===== src/rtl/xadc_multi_sampler.sv =====
// Multi-channel XADC sampler: sweeps the enabled aux channels over the DRP, averages
// 2^AVG_LOG2 conversions per channel and flags averages above a programmable threshold.
module xadc_multi_sampler #(
  parameter int unsigned NUM_CH   = 4,
  parameter int unsigned ADC_BITS = 12,
  parameter int unsigned AVG_LOG2 = 2,
  parameter logic [6:0]  BASE_CH  = 7'h12,
  parameter int unsigned TIMEOUT  = 255,
  parameter int unsigned ADDR_W   = 4
) (
  input  logic              clk,
  input  logic              rst,
  input  logic [ADDR_W-1:0] bus_addr,
  input  logic [31:0]       bus_wdata,
  input  logic              bus_we,
  output logic [31:0]       bus_rdata,
  output logic              den_out,
  output logic [6:0]        daddr_out,
  input  logic              drdy_in,
  input  logic [15:0]       do_in,
  input  logic              eoc_in,
  output logic              irq
);

  localparam int unsigned SumW = ADC_BITS + AVG_LOG2;
  localparam int unsigned ChW  = $clog2(NUM_CH + 1);
  localparam int unsigned CntW = AVG_LOG2 + 1;
  localparam int unsigned TmoW = $clog2(TIMEOUT + 1);

  typedef enum logic [2:0] {
    StIdle, StScan, StWaitEoc, StReq, StWaitRdy, StAcc, StStore, StFinish
  } state_e;

  state_e                          state_q, state_d;
  logic                            cont_q, cont_d;
  logic [7:0]                      thr_q, thr_d, thr_w_q, thr_w_d;
  logic [NUM_CH-1:0]               mask_q, mask_d, mask_w_q, mask_w_d;
  logic                            done_q, done_d, err_q, err_d;
  logic [NUM_CH-1:0]               flag_q, flag_d;
  logic [NUM_CH-1:0][ADC_BITS-1:0] data_q, data_d;
  logic [ChW-1:0]                  ch_q, ch_d;
  logic [CntW-1:0]                 cnt_q, cnt_d;
  logic [SumW-1:0]                 sum_q, sum_d;
  logic [TmoW-1:0]                 tmo_q, tmo_d;
  logic [ADC_BITS-1:0]             sample_q, sample_d;
  logic                            den_q, den_d;
  logic [6:0]                      daddr_q, daddr_d;

  logic                            ctrl_wr, start_req, clr_req, tmo_hit;
  logic                            scan_hit;
  logic [ChW-1:0]                  scan_ch;
  logic [ADC_BITS-1:0]             avg;
  logic                            unused_bits;

  assign ctrl_wr     = bus_we && (bus_addr == '0);
  assign start_req   = ctrl_wr && bus_wdata[0];
  assign clr_req     = ctrl_wr && bus_wdata[2];
  assign tmo_hit     = (tmo_q == TmoW'(TIMEOUT - 1));
  assign unused_bits = ^{bus_wdata, do_in};

  always_comb begin
    state_d  = state_q;
    cont_d   = cont_q;
    thr_d    = thr_q;
    mask_d   = mask_q;
    thr_w_d  = thr_w_q;
    mask_w_d = mask_w_q;
    done_d   = done_q;
    err_d    = err_q;
    flag_d   = flag_q;
    data_d   = data_q;
    ch_d     = ch_q;
    cnt_d    = cnt_q;
    sum_d    = sum_q;
    tmo_d    = tmo_q;
    sample_d = sample_q;
    den_d    = 1'b0;
    daddr_d  = daddr_q;
    avg      = ADC_BITS'(sum_q >> AVG_LOG2);

    // Lowest enabled channel at or above ch_q, resolved in a single cycle.
    scan_hit = 1'b0;
    scan_ch  = ch_q;
    for (int i = 0; i < int'(NUM_CH); i++) begin
      if (!scan_hit && mask_w_q[i] && (ChW'(i) >= ch_q)) begin
        scan_hit = 1'b1;
        scan_ch  = ChW'(i);
      end
    end

    if (ctrl_wr) begin
      cont_d = bus_wdata[1];
      thr_d  = bus_wdata[15:8];
      mask_d = bus_wdata[16 +: NUM_CH];
    end
    // Clear first so that a set event later in this block takes priority.
    if (clr_req) begin
      done_d = 1'b0;
      err_d  = 1'b0;
      flag_d = '0;
    end

    unique case (state_q)
      StIdle: begin
        if (start_req) begin
          done_d   = 1'b0;
          err_d    = 1'b0;
          ch_d     = '0;
          thr_w_d  = thr_d;
          mask_w_d = mask_d;
          state_d  = StScan;
        end
      end
      StScan: begin
        if (scan_hit) begin
          ch_d    = scan_ch;
          tmo_d   = '0;
          state_d = StWaitEoc;
        end else begin
          state_d = StFinish;
        end
      end
      StWaitEoc: begin
        if (eoc_in) begin
          den_d   = 1'b1;
          daddr_d = BASE_CH + 7'(ch_q);
          state_d = StReq;
        end else if (tmo_hit) begin
          err_d   = 1'b1;
          sum_d   = '0;
          cnt_d   = '0;
          state_d = StIdle;
        end else begin
          tmo_d = tmo_q + 1'b1;
        end
      end
      StReq: begin
        tmo_d   = '0;
        state_d = StWaitRdy;
      end
      StWaitRdy: begin
        if (drdy_in) begin
          sample_d = do_in[15 -: ADC_BITS];
          state_d  = StAcc;
        end else if (tmo_hit) begin
          err_d   = 1'b1;
          sum_d   = '0;
          cnt_d   = '0;
          state_d = StIdle;
        end else begin
          tmo_d = tmo_q + 1'b1;
        end
      end
      StAcc: begin
        sum_d = sum_q + SumW'(sample_q);
        if (cnt_q == CntW'((1 << AVG_LOG2) - 1)) begin
          state_d = StStore;
        end else begin
          cnt_d   = cnt_q + 1'b1;
          tmo_d   = '0;
          state_d = StWaitEoc;
        end
      end
      StStore: begin
        for (int k = 0; k < int'(NUM_CH); k++) begin
          if (ChW'(k) == ch_q) begin
            data_d[k] = avg;
            if (avg[ADC_BITS-1 -: 8] > thr_w_q) flag_d[k] = 1'b1;
          end
        end
        sum_d   = '0;
        cnt_d   = '0;
        ch_d    = ch_q + 1'b1;
        state_d = StScan;
      end
      StFinish: begin
        done_d = 1'b1;
        if (cont_q) begin
          ch_d     = '0;
          thr_w_d  = thr_d;
          mask_w_d = mask_d;
          state_d  = StScan;
        end else begin
          state_d = StIdle;
        end
      end
      default: state_d = StIdle;
    endcase
  end

  always_ff @(posedge clk) begin
    if (!rst) begin
      state_q  <= StIdle;
      cont_q   <= 1'b0;
      thr_q    <= '0;
      mask_q   <= '0;
      thr_w_q  <= '0;
      mask_w_q <= '0;
      done_q   <= 1'b0;
      err_q    <= 1'b0;
      flag_q   <= '0;
      data_q   <= '0;
      ch_q     <= '0;
      cnt_q    <= '0;
      sum_q    <= '0;
      tmo_q    <= '0;
      sample_q <= '0;
      den_q    <= 1'b0;
      daddr_q  <= BASE_CH;
    end else begin
      state_q  <= state_d;
      cont_q   <= cont_d;
      thr_q    <= thr_d;
      mask_q   <= mask_d;
      thr_w_q  <= thr_w_d;
      mask_w_q <= mask_w_d;
      done_q   <= done_d;
      err_q    <= err_d;
      flag_q   <= flag_d;
      data_q   <= data_d;
      ch_q     <= ch_d;
      cnt_q    <= cnt_d;
      sum_q    <= sum_d;
      tmo_q    <= tmo_d;
      sample_q <= sample_d;
      den_q    <= den_d;
      daddr_q  <= daddr_d;
    end
  end

  always_comb begin
    bus_rdata = '0;
    if (bus_addr == ADDR_W'(0)) begin
      bus_rdata[1]             = cont_q;
      bus_rdata[15:8]          = thr_q;
      bus_rdata[16 +: NUM_CH]  = mask_q;
    end else if (bus_addr == ADDR_W'(1)) begin
      bus_rdata[0]             = (state_q != StIdle);
      bus_rdata[1]             = done_q;
      bus_rdata[2]             = err_q;
      bus_rdata[8 +: NUM_CH]   = flag_q;
    end else begin
      for (int k = 0; k < int'(NUM_CH); k++) begin
        if (bus_addr == ADDR_W'(k + 2)) bus_rdata[ADC_BITS-1:0] = data_q[k];
      end
    end
  end

  assign den_out   = den_q;
  assign daddr_out = daddr_q;
  assign irq       = done_q | err_q;

endmodule

===== config.mk =====
export PLATFORM = sky130hd
export DESIGN_NAME = xadc_multi_sampler
export DESIGN_NICKNAME = d
export VERILOG_FILES = /design/src/rtl/xadc_multi_sampler.sv
export SDC_FILE = /design/constraint.sdc
export NUM_CORES = 1
export LEC_CHECK = 0
export ABC_AREA = 1
export CELL_PAD_IN_SITES_DETAIL_PLACEMENT = 1
export CELL_PAD_IN_SITES_GLOBAL_PLACEMENT = 2
export CORE_UTILIZATION = 30
export CTS_CLUSTER_SIZE = 14
export DETAILED_ROUTE_END_ITERATION = 16
export PLACE_DENSITY = 0.81
export SLEW_MARGIN = 20
export SYNTH_ARGS = -nofsm -noshare
export SYNTH_HDL_FRONTEND = slang
export SYNTH_SLANG_ARGS = --single-unit

===== constraint.sdc =====
create_clock -name clk -period 1.8 [get_ports clk]
set_input_delay 0.36 -clock clk [delete_from_list [all_inputs] [get_ports clk]]
set_output_delay 0.36 -clock clk [all_outputs]
set_load 0.01 [all_outputs]

# Word level (Yosys, flattened, before mapping)
# Index checks and enable logic that the tools add are counted.
# Widths: inputs -> output; s select.
# totals
ff_bits	130
input_bits	57
output_inout_bits	41
wordCells	163
# op_classes
addsub	5
magnitude_cmp	5
n_eq_ne	24
mux	75
bitwise_logic	1
reduce_logical	33
# ops
cell	n
$mux 8	9
$pmux 14 s4	1
$mux 3	18
$mux 12	4
$mux 14	3
$pmux 8 s5	1
$mux 4	7
$pmux 3 s4	2
$pmux 3 s8	1
$mux 1	23
$pmux 8 s2	1
$add 14x12->14	1
$reduce_and 2->1	7
$eq 3x3->1 const B	4
$ne 2x2->1 const B	6
$logic_and 1x1->1	10
$reduce_and 5->1	2
$eq 3x2->1 const B	3
$add 8x1->8 const B	1
$eq 4x2->1 const B	2
$eq 4x3->1 const B	2
$eq 8x8->1 const B	1
$gt 8x8->1	1
$pmux 4 s2	1
23 further kinds	32

# Logic depth before layout (Yosys ltp)
# depth
ltp_word	17
mapped_depth	13
ltp_nobuf	12

# Worst setup path after synthesis
# OpenSTA, ideal clock, no wires.
# synth_path
kind	input-to-output
start	input bus_addr[0]
end	output bus_rdata[3]
arrival_ns	1.346
required_ns	1.440
slack_ns	0.094
stages	8
n_path_buf	2
cell_sequence	buf_2 > inv_1 > nor2_1 > nand2_1 > inv_1 > buf_2 > a21oi_1 > a31oi_1
# synth_via
elab_chain_cells	7
word_cells_on_any_way	12
classes_between	eq/ne: 5; mux: 6; reduce/logical: 1
# synth_lines
item	line_no	rtl
start, declared	13	input logic [ADDR_W-1:0] bus_addr,
$eq 4x2->1	244	if (bus_addr == ADDR_W'(k + 2)) bus_rdata[ADC_BITS-1:0] = data_q[k];
$mux 12 (4 in series)	244	
$mux 5	237	end else if (bus_addr == ADDR_W'(1)) begin
$mux 6 (*)	233	if (bus_addr == ADDR_W'(0)) begin
end, declared	16	output logic [31:0] bus_rdata,
# Every way passes the cells marked *; elsewhere a longest branch is shown, timed or not.

# Final worst setup path
# layout_path
start	input bus_addr[2]
end	output bus_rdata[3]
# Same word-level chain as after synthesis.

==> summary.md <==
| Metric | Value |
|---|---|
| Status | complete, but fails checks |
| Failing checks | setup timing |
| CTS Root Buffer Type | clkbuf_16 |
| GRT Total Usage | 19.60% |
| # rows | 54 |
| Area grow syn2layout | 31.39% |
| Largest family of logic cells by synthesized area | simple AND/OR/NAND/NOR gates |
| Maximum vdd drop | 0.5203 mV |
| Critical Path Source Type | input pin |
| Initial Utilization | 30.70% |
| Post-synthesis compound-gate area fraction | 16.29% |
| TritonCTS Sinks | 127 |
| Yosys reg bits | 127 |
| Yosys warning count | 0 |
| Seq/Total Area, Yosys | 37.83% |
| DRC | 0 |
| Max Transition Viols Final | 0 |
| HP Class | input pin to flop |
| Crit path capture type | output pin |
| Avg Cell Area, Syn | 6.823 sq um |
| PortBufs | 61 |
| Power Density | 978.6 nW/um^2 |
| Routed wire per std cell | 15.40 um |
| RePlAce Congestion | 0.8037 |
| Die width | 151.7 um |
| XOR/XNOR Fraction of Synth Area | 0.3910% |
| Layout Nets | 1200 |
| CP Max Fanout | 4 |
| Placed inst area | 8102 sq um |
| ANT nets after route | 0 |
| DR vias/cell | 4.762 |
| Multi-input gate area | 3681 sq um |
| Fillers | 2761 |
| Core footprint | 21890 sq um |
| Pre-antenna DRT Iters | 5 |
| RSZ-0062 raised after global routing | true |
| Die area | 23000 sq um |
| Inserted Clock Buffers | 17 |
| Simple-Gate Fraction of Synth Area | 29.03% |
| Setup WS post-layout | -0.03463 ns |
| Cells after synthesis | 985 |
| Worst EP arrival | 1.47 ns |
| # IOs | 98 |
| Leakage | 3.970 nW |
| Tmin final | 1.835 ns |
| Inst Count DP | 1368 |
| Global route hottest layer | met2 |
| Worst-path clk slew | 0.06 ns |
| DR vias | 6690 |
| Achievable Freq | 545.1 MHz |
| CP Class | input pin to output pin |
| Minimum hold slack | 0.2416 ns |
| Final Skew | 0.01136 ns |
| Largest net degree at the start of global routing | 74 |
| Ant. Diodes | 0 |
| Setup-failing EPs final | 4 |
| Final HPWL DP | 15700 um |
| Final hold vios | 0 |
| Grt ovf | 0 |
| Fin cells | 1405 |
| Design area | 8830 sq um |
| Layout cells sized above 1 | 19.02% |
| Tcrit/Tclk final | 101.9% |
| GR met3 Demand/Resource | 3.144% |
| DRT iter0 DRCs | 289 |
| Clock Latency Late Sink | 0.43 ns |
| Total of max-cap violations | 0 |
| Buffers from clock root to sink, at most | 2 |
| H-Tree Depth | 4 |
| Vias in the first global route | 6651 |
| Synth Area in Adders | 5.883% |
| GR met2 Demand/Resource | 32.59% |
| Mapped Area | 6720 sq um |
| First-pass GRT wire length | 34510 um |
| Synth unique cells | 41 |
| Die H | 151.7 um |
| Register Area | 2545 sq um |
| Antenna violations before repair | 0 |
| Mux contribution to synthesized area | 0% |
| Met1 global-route usage | 25.94% |
| Crit path required time | 1.44 ns |
| WL final | 21640 um |
| Pre-CTS setup slack | -0.9566 ns |
| CTS tree | yes |
power by group:
group          switching [mW]  internal [mW]  leakage (nW)  total [mW]
combinational            1.25          0.939          2.67        2.19
clock                    1.45           1.97         0.279        3.42
sequential             0.0915           2.94          1.03        3.03
total                    2.79           5.85          3.97        8.64
Yosys cell counts (all sizes together):
library cell	count	area share, %
a21boi	1	0.11
o22ai	1	0.093
nor2	150	9.0
a22oi	3	0.34
clkinv	4	0.22
xor2	2	0.26
ha	30	5.6
or2	4	0.37
conb	2	0.11
o21ai	93	7.0
fa	1	0.30
clkbuf	17	0.95
and2	1	0.093
nor3b	1	0.11
dfxtp	127	38
nand3b	2	0.22
a21o	1	0.11
o21bai	5	0.56
o2111ai	3	0.39
a21oi	96	7.1
a31oi	6	0.56
nand4	16	1.7
buf	34	3.3
xnor2	1	0.13
inv	107	6.0
nand2	212	13
nor3	3	0.30
nand3	62	4.7
final timing paths:
| path | start | end | slack [ns] | depth (start not counted) |
|---|---|---|---|---|
| min | rst | daddr_out[0]$_SDFFE_PN0P_ | 0.24 | 3 |
| min reg2reg | cnt_q[2]$_SDFFE_PN0P_ | cnt_q[2]$_SDFFE_PN0P_ | 0.46 | 2 |
| max reg2reg | sum_q[0]$_SDFFE_PN0P_ | sum_q[6]$_SDFFE_PN0P_ | 0.12 | 9 |
| max | bus_addr[2] | bus_rdata[3] | -0.03 | 10 |
timing repair:
item,4_1_cts,5_1_grt
setup buffers,2,3
endpoints found under the setup margin,58,40
hold buffers,0,0
gates resized for setup,104,48
pin swaps,5,11
worst max-delay path, stage by stage:
cell	delay, ns
buf_8	0.10
nor2_4	0.13
buf_6	0.12
nand2_4	0.04
nor2_4	0.12
buf_4	0.13
buf_6	0.10
nand2_1	0.04
a31oi_1	0.16
buf_2	0.15
stage by stage:
step           setup TNS [ns]  utilization [%]  power, mW
3_5_place_dp           -39.44            37.01      5.210
4_1_cts               -0.1251            39.64      8.698
6_report             -0.08948            40.33      8.640
2_1_floorplan               0                -      4.326
5_1_grt               -0.8216            40.33      9.097
3_3_place_gp           -37.35            37.01      5.187
cell families (layout without fill, tap and decap cells):
family                     count (synthesis)  after routing
DFF                                      127            127
and+or+nand+nor                          451            451
adders and majority gates                 31             31
AOI/OAI and AO/OA                        209            209
other                                      2             15
xor gates and xnor gates                   3              3
buffers and inverters                    162            289
state kept, by name, summed over array words and instances (netlist names), 3 cells and up:
register   count
data_q        48
sum_q         14
sample_q      12
thr_q          8
thr_w_q        8
tmo_q          8
daddr_out      4
flag_q         4
mask_q         4
mask_w_q       4
ch_q           3
cnt_q          3
state_q        3
layout make-up:
| cell class | count | share of cell area [%] |
|---|---|---|
| inverter | 111 | 4.719 |
| clock buffer | 19 | 5.016 |
| sequential | 127 | 28.82 |
| clock inverter | 13 | 1.474 |
| tap | 280 | 3.968 |
| timing repair buffer | 146 | 14.31 |
| multi-input combinational | 709 | 41.69 |
layout by cell type, fill, tap and decap left out, drive strengths merged, types with 4 or more instances in the layout:
master         netlist  layout
clkbuf              17      21
buf                 34     102
ha                  30      30
o21ai               93      93
nand3               62      62
clkinv               4       7
inv                107     114
clkdlybuf4s15        0       4
a31oi                6       6
nand4               16      16
conb                 2      15
o21bai               5       5
nor2               150     150
dfxtp              127     127
a21oi               96      96
or2                  4       4
nand2              212     212
clkdlybuf4s50        0      35
routing by layer:
| metal | vias up | wire (um) |
|---|---|---|
| met2 | 87 | 10270 |
| met3 | 15 | 544 |
| met5 | - | 0 |
| met4 | 0 | 230 |
| li1 | 3423 | - |
| met1 | 3165 | 10590 |
Note: power is estimated with default switching activity, not from simulation.
==> patch 1: new RTL, same flow settings <==
Register the output `irq`, cleared by the reset; this adds one clock of latency there. The other outputs are not delayed to match.
--- a/src/rtl/xadc_multi_sampler.sv
+++ b/src/rtl/xadc_multi_sampler.sv
@@ -249,5 +249,11 @@
   assign den_out   = den_q;
   assign daddr_out = daddr_q;
-  assign irq       = done_q | err_q;
+  always_ff @(posedge clk) begin
+    if (!rst) begin
+      irq <= '0;
+    end else begin
+      irq <= done_q | err_q;
+    end
+  end
 
 endmodule
Formal check against the unedited RTL: not equivalent (a bounded check fails within 4 cycles, from zero or initial values and one cycle with rst low).
==> patch 1 against the original RTL <==
Design area rose by 1.3%. Synthesized cell count fell by 0.71%. Clock power rose by 6.1%. Count of clock-buffer cells in the layout fell by 2. Area after synthesis rose by 0.20%. Via count rose by 0.13%. Worst setup slack improved by 65 ps. Sequential cell count rose by 1. Total power rose by 3.4%. Routed wire length rose by 0.46%. Combinational power rose by 3%. Critical endpoint is now bus_rdata[0].
==> patch 1: results (changes against the original RTL) <==
status = complete, no violations
H-tree Lvls = 4 (unchanged)
Top delay family on crit path = buffers and inverters
CTS Root Cell = clkbuf_16
largest net degree at the start of global routing = 34 (-54%)
YS warnings = 0 (unchanged)
Synth Area in Adders = 5.871% (-0.012 points)
library cells used by synthesis = 43 (+4.9%)
Commonest cells post-synth = nand2_1, nor2_1, dfxtp_1
Seq/Total Area, Yosys = 38.05% (+0.22 points)
drt initial violations = 377 (+30%)
gpl congestion = 0.8077 (+0.50%)
leakage power = 3.979 nW (+0.22%)
Regs by FF count = data_q x48, sum_q x14, sample_q x12
Avg WL per Cell = 15.57 um (+1.1%)
Reg clk slew, reported paths = 60 ps (about the same)
Worst Skew = 11.43 ps (+0.07450 ps)
vias in the first global route = 6840 (+2.8%)
Max Root-Sink Buffers = 2 (unchanged)
Final HPWL DP = 15.89 mm (+1.2%)
mux contribution to synthesized area = 0% (unchanged)
Reg-to-Reg Start = cnt_q[0]
Skew-Pair Late Insertion Delay = 430 ps (about the same)
Post-synth ARST share = 0% (unchanged)
Port Buffers = 61 (unchanged)
ant diodes = 0 (unchanged)
WP data arrival = 1410 ps (-60 ps)
Vias/cell = 4.799 (+0.78%)
overall routing resource usage = 19.35% (-0.26 points)
CTS Buf Count = 17 (unchanged)
fill cell count = 2775 (+0.51%)
slowest CP cell = buf_2
layout cells sized above 1 = 21.33% (+2.3 points)
Synth Area in XOR/XNOR = 0.3902% (-0.00080 points)
first-pass GRT wire length = 35.58 mm (+3.1%)
dpl cells = 1354 (-1.0%)
DRT Pass-1 Iters = 4 (-1)
slowest stage delay, CP = 170 ps
Worst Hold Class = primary input to flop
Synth Area in Compound Gates = 16.11% (-0.18 points)
syn_area_per_cell = 6.885 um^2 (+0.92%)
worst slack at placement = -928.5 ps (+28.01 ps)
Worst Setup SP = bus_addr[0]
nets = 1191 (-0.75%)
initial antenna violation count = 0 (unchanged)
top_reg_cell synth = dfxtp_1
worst vdd ir = 0.0003935 V (-24%)
crit path max fanout = 3 (-1)
final WL = 21.74 mm (+0.46%)
top post-synthesis cells by area = dfxtp_1, nand2_1, nor2_1, a21oi_1, o21ai_0
min-delay src = rst
[patch 1: changes by cell type after synthesis, sizes merged, moves of 3 or more]
cell,unedited run,this run
nand2,212,204
nand3,62,65
a211oi,0,5
nor2,150,162
o21ai,93,86
inv,107,98
a21oi,96,91
[patch 1: final timing paths]
kind | endpoint | slack [ps] | depth (start not counted)
max | bus_rdata[0] | 30 | 10
min | tmo_q[2] | 460 | 4
max reg2reg | tmo_q[7] | 110 | 10
min reg2reg | data_q[14] | 460 | 2
[patch 1: worst register-to-register path, delay by kind of cell (launching register included)]
family	cells	cell delay, ps
flip-flops	1	330
AO/OA/AOI/OAI	1	50
buffers and inverters	1	60
AND/OR/NAND/NOR	6	730
adder cells (fa/ha/maj)	2	400
[patch 1: logic make-up after synthesis]
logic type      after synthesis
buf+inv                     154
flops                       128
other cells                   2
compound gates              202
fa+ha+maj                    31
xor+xnor                      3
simple gates                458
[patch 1: through the flow]
| step | cell area, um^2 | setup TNS (ps) |
|---|---|---|
| after floorplan | 6783 | 0 |
| after global placement | 8045 | -28280 |
| after detailed placement | 8045 | -30030 |
| after CTS | 8735 | 0 |
| after global routing | 8945 | -72.68 |
| final | 8945 | 0 |
[patch 1: area by class of cell]
cell class                      count  area (um^2)  share of cell area [%]
Clock inverter                     15        183.9                   2.056
Clock buffer                       17        425.4                   4.756
Inverter                          104        402.9                   4.504
Multi-Input combinational cell    710         3756                   41.99
Timing Repair Buffer              142         1259                   14.07
Tap cell                          280        350.3                   3.917
Sequential cell                   128         2567                   28.70
[patch 1: repair_timing]
action,in CTS,in global routing
setup endpoints to repair,25,38
resized for setup,114,72
cloned,0,3
endpoints found under the hold margin,0,0
setup buffers,6,3
pin swaps,7,17
[patch 1: power by group]
part / internal [mW] / switching (mW) / leakage (nW)
logic: 0.923 / 1.33 / 2.65
registers: 2.96 / 0.0847 / 1.03
clock network: 2.20 / 1.43 / 0.296
[patch 1: per-layer routing]
layer	vias to the layer above	GRT usage [%]	part of all wire (%)
met5	-	0	0
met4	0	6.524	1.2
met3	21	2.653	2.5
met2	88	31.99	47
met1	3176	25.80	49
li1	3414	-	-
==> patch 2: new RTL, same settings <==
Without the edit above. The parameter `ADDR_W` goes from 4 to 5.
--- a/src/rtl/xadc_multi_sampler.sv
+++ b/src/rtl/xadc_multi_sampler.sv
@@ -7,5 +7,5 @@
   parameter logic [6:0]  BASE_CH  = 7'h12,
   parameter int unsigned TIMEOUT  = 255,
-  parameter int unsigned ADDR_W   = 4
+  parameter int unsigned ADDR_W   = 5
 ) (
   input  logic              clk,
Interface: changed (resized bus_addr); port bits go from 98 to 99. No check against the original RTL was run, so the function may have changed too.
==> patch 2 against the original RTL <==
The flow finishes with violations (design-rule violations, negative setup slack). Non-clock buffer count up 19. Sequential share of layout area down 1.2 points. Final cell count up 1.6%. Clock power up 6%. Routed wire length up 3.0%. Sequential cell count unchanged. Area after synthesis up 0.74%. Total power down 1.7%. Design area up 4.3%. Maximum frequency down 1.1%. Clock skew down 1.2 ps. Worst setup slack worse by 21 ps. Critical path type unchanged. Largest power group unchanged.
==> patch 2: results (changes against the original RTL) <==
status = finished with violations
failing checks = design-rule violations, negative setup slack
initial antenna violation count = 0 (unchanged)
worst hold slack = 296.0 ps (+54.39 ps)
Max Root-Sink Buffers = 2 (unchanged)
final setup violation count = 8 (+4)
met1 Usage GRT = 24.87% (-1.1 points)
placed cell areas = 8207 um^2 (+1.3%)
Regs by FF count = data_q x48, sum_q x14, sample_q x12
leakage power = 4.179 nW (+5.3%)
grt met3 use = 2.844% (-0.30 points)
worst vdd ir = 0.0005024 V (-3.4%)
Port Buffers = 62 (+1.6%)
library cells used by synthesis = 50 (+22%)
CTS Buf Count = 17 (unchanged)
Skew-Pair Late Insertion Delay = 420 ps
first-pass GRT wire length = 35.82 mm (+3.8%)
drt initial violations = 341 (+18%)
overall routing resource usage = 19.45% (-0.16 points)
Worst Hold Class = primary input to flop
YS warnings = 0 (unchanged)
final WL = 22.30 mm (+3.0%)
CTS Root Cell = clkbuf_16
gpl congestion = 0.8639 (+7.5%)
layout cells sized above 1 = 22.84% (+3.8 points)
top post-synthesis cells by area = dfxtp_1, nand2_1, nor2_1, a21oi_1, ha_1
WP data arrival = 1500 ps (+30 ps)
Seq/Total Area, Yosys = 37.55% (-0.28 points)
top_reg_cell synth = dfxtp_1
ant diodes = 0 (unchanged)
flop2flop setup slack = 120 ps (about the same)
M2 GR Usage = 33.95% (+1.4 points)
switching share of power = 30.38% (-1.9 points)
Commonest cells post-synth = nand2_1, nor2_1, dfxtp_1
H-tree Lvls = 4 (unchanged)
vias = 6794 (+1.6%)
Post-synth ARST share = 0% (unchanged)
largest net degree at the start of global routing = 43 (-42%)
Final HPWL DP = 16.40 mm (+4.5%)
DRC = 7 (+7)
Reg clk slew, reported paths = 60 ps (about the same)
crit path max fanout = 5 (+1)
Worst Skew = 10.15 ps (-1.208 ps)
DRT Pass-1 Iters = 11 (+6)
nets = 1223 (+1.9%)
setup ws final = -55.49 ps (-20.86 ps)
vias in the first global route = 6911 (+3.9%)
==> patch 2: cell count changes in the layout (fill, tap and decap cells not counted), sizes merged, moves of 3 or more <==
cell,change
a22oi,-3
nand2,+6
clkinv,-4
buf,+27
o21a,+5
nor2,+3
clkbuf,-3
clkdlybuf4s15,-4
o22ai,+4
o21ai,-19
==> patch 2: cell families after synthesis <==
kind of cell	after synthesis	synth area share [%]
compound gates	200	15.97
flops	127	37.55
simple gates	459	29.64
xor+xnor	4	0.5176
other cells	2	0.1109
buf+inv	159	10.37
fa+ha+maj	31	5.840
==> patch 2: what timing repair did <==
item                                    in CTS  in global routing
resized for setup                          135                 69
endpoints found under the setup margin      30                 52
pin swaps                                   20                 22
buffers inserted                            12                  6
cloned                                       2                  1
==> patch 2: routing by layer <==
layer  up-vias  part of all wire [%]
li1       3465                     -
met1      3207                    48
met2       102                    48
met3        20                   3.0
met4         0                   1.3
met5         -                     0
==> patch 2: worst paths after layout <==
path | end | cells after the start | from
worst min-delay path | tmo_q[6] | 3 | rst
worst min register to register | data_q[1] | 2 | data_q[1]
worst max register to register | tmo_q[7] | 10 | ch_q[1]
worst max-delay path | bus_rdata[10] | 9 | bus_addr[1]
==> patch 2: metrics by stage <==
step | util [%] | cells | TNS [ps] | total power [mW] | worst slack [ps]
global route | 41.92 | 1427 | -1123 | 8.936 | -141.0
finish | 41.92 | 1427 | -290.0 | 8.489 | -55.49
floorplan | - | 995 | 0 | 4.162 | 101.5
global placement | 37.37 | 1375 | -23100 | 4.708 | -808.1
CTS | 40.84 | 1420 | -44.86 | 8.382 | -29.21
detailed placement | 37.37 | 1375 | -26450 | 4.733 | -851.4
==> patch 2: final cells by class <==
cell class,instances,area [um^2]
Tap cell,280,350.3
Fill cell,2739,12750
Inverter,112,432.9
Timing Repair Buffer,165,1403
Clock inverter,14,180.2
Multi-Input combinational cell,711,3864
Sequential cell,127,2546
Clock buffer,18,429.2
==> patch 2: power by group through the flow <==
stage	registers, mW	logic [mW]	clock network (mW)
floorplan	3.07	1.09	0
global placement	3.10	1.61	0
detailed placement	3.10	1.64	0
CTS	3.04	1.67	3.68
global route	3.06	2.06	3.82
finish	3.04	1.84	3.61
==> patch 2: critical path, cell delays in order <==
cell	delay (ps)
buf_6	100
buf_6	110
nand4_1	150
clkinv_2	160
nand2_1	100
o21ai_1	70
a21oi_2	130
o2111ai_2	150
buf_2	170
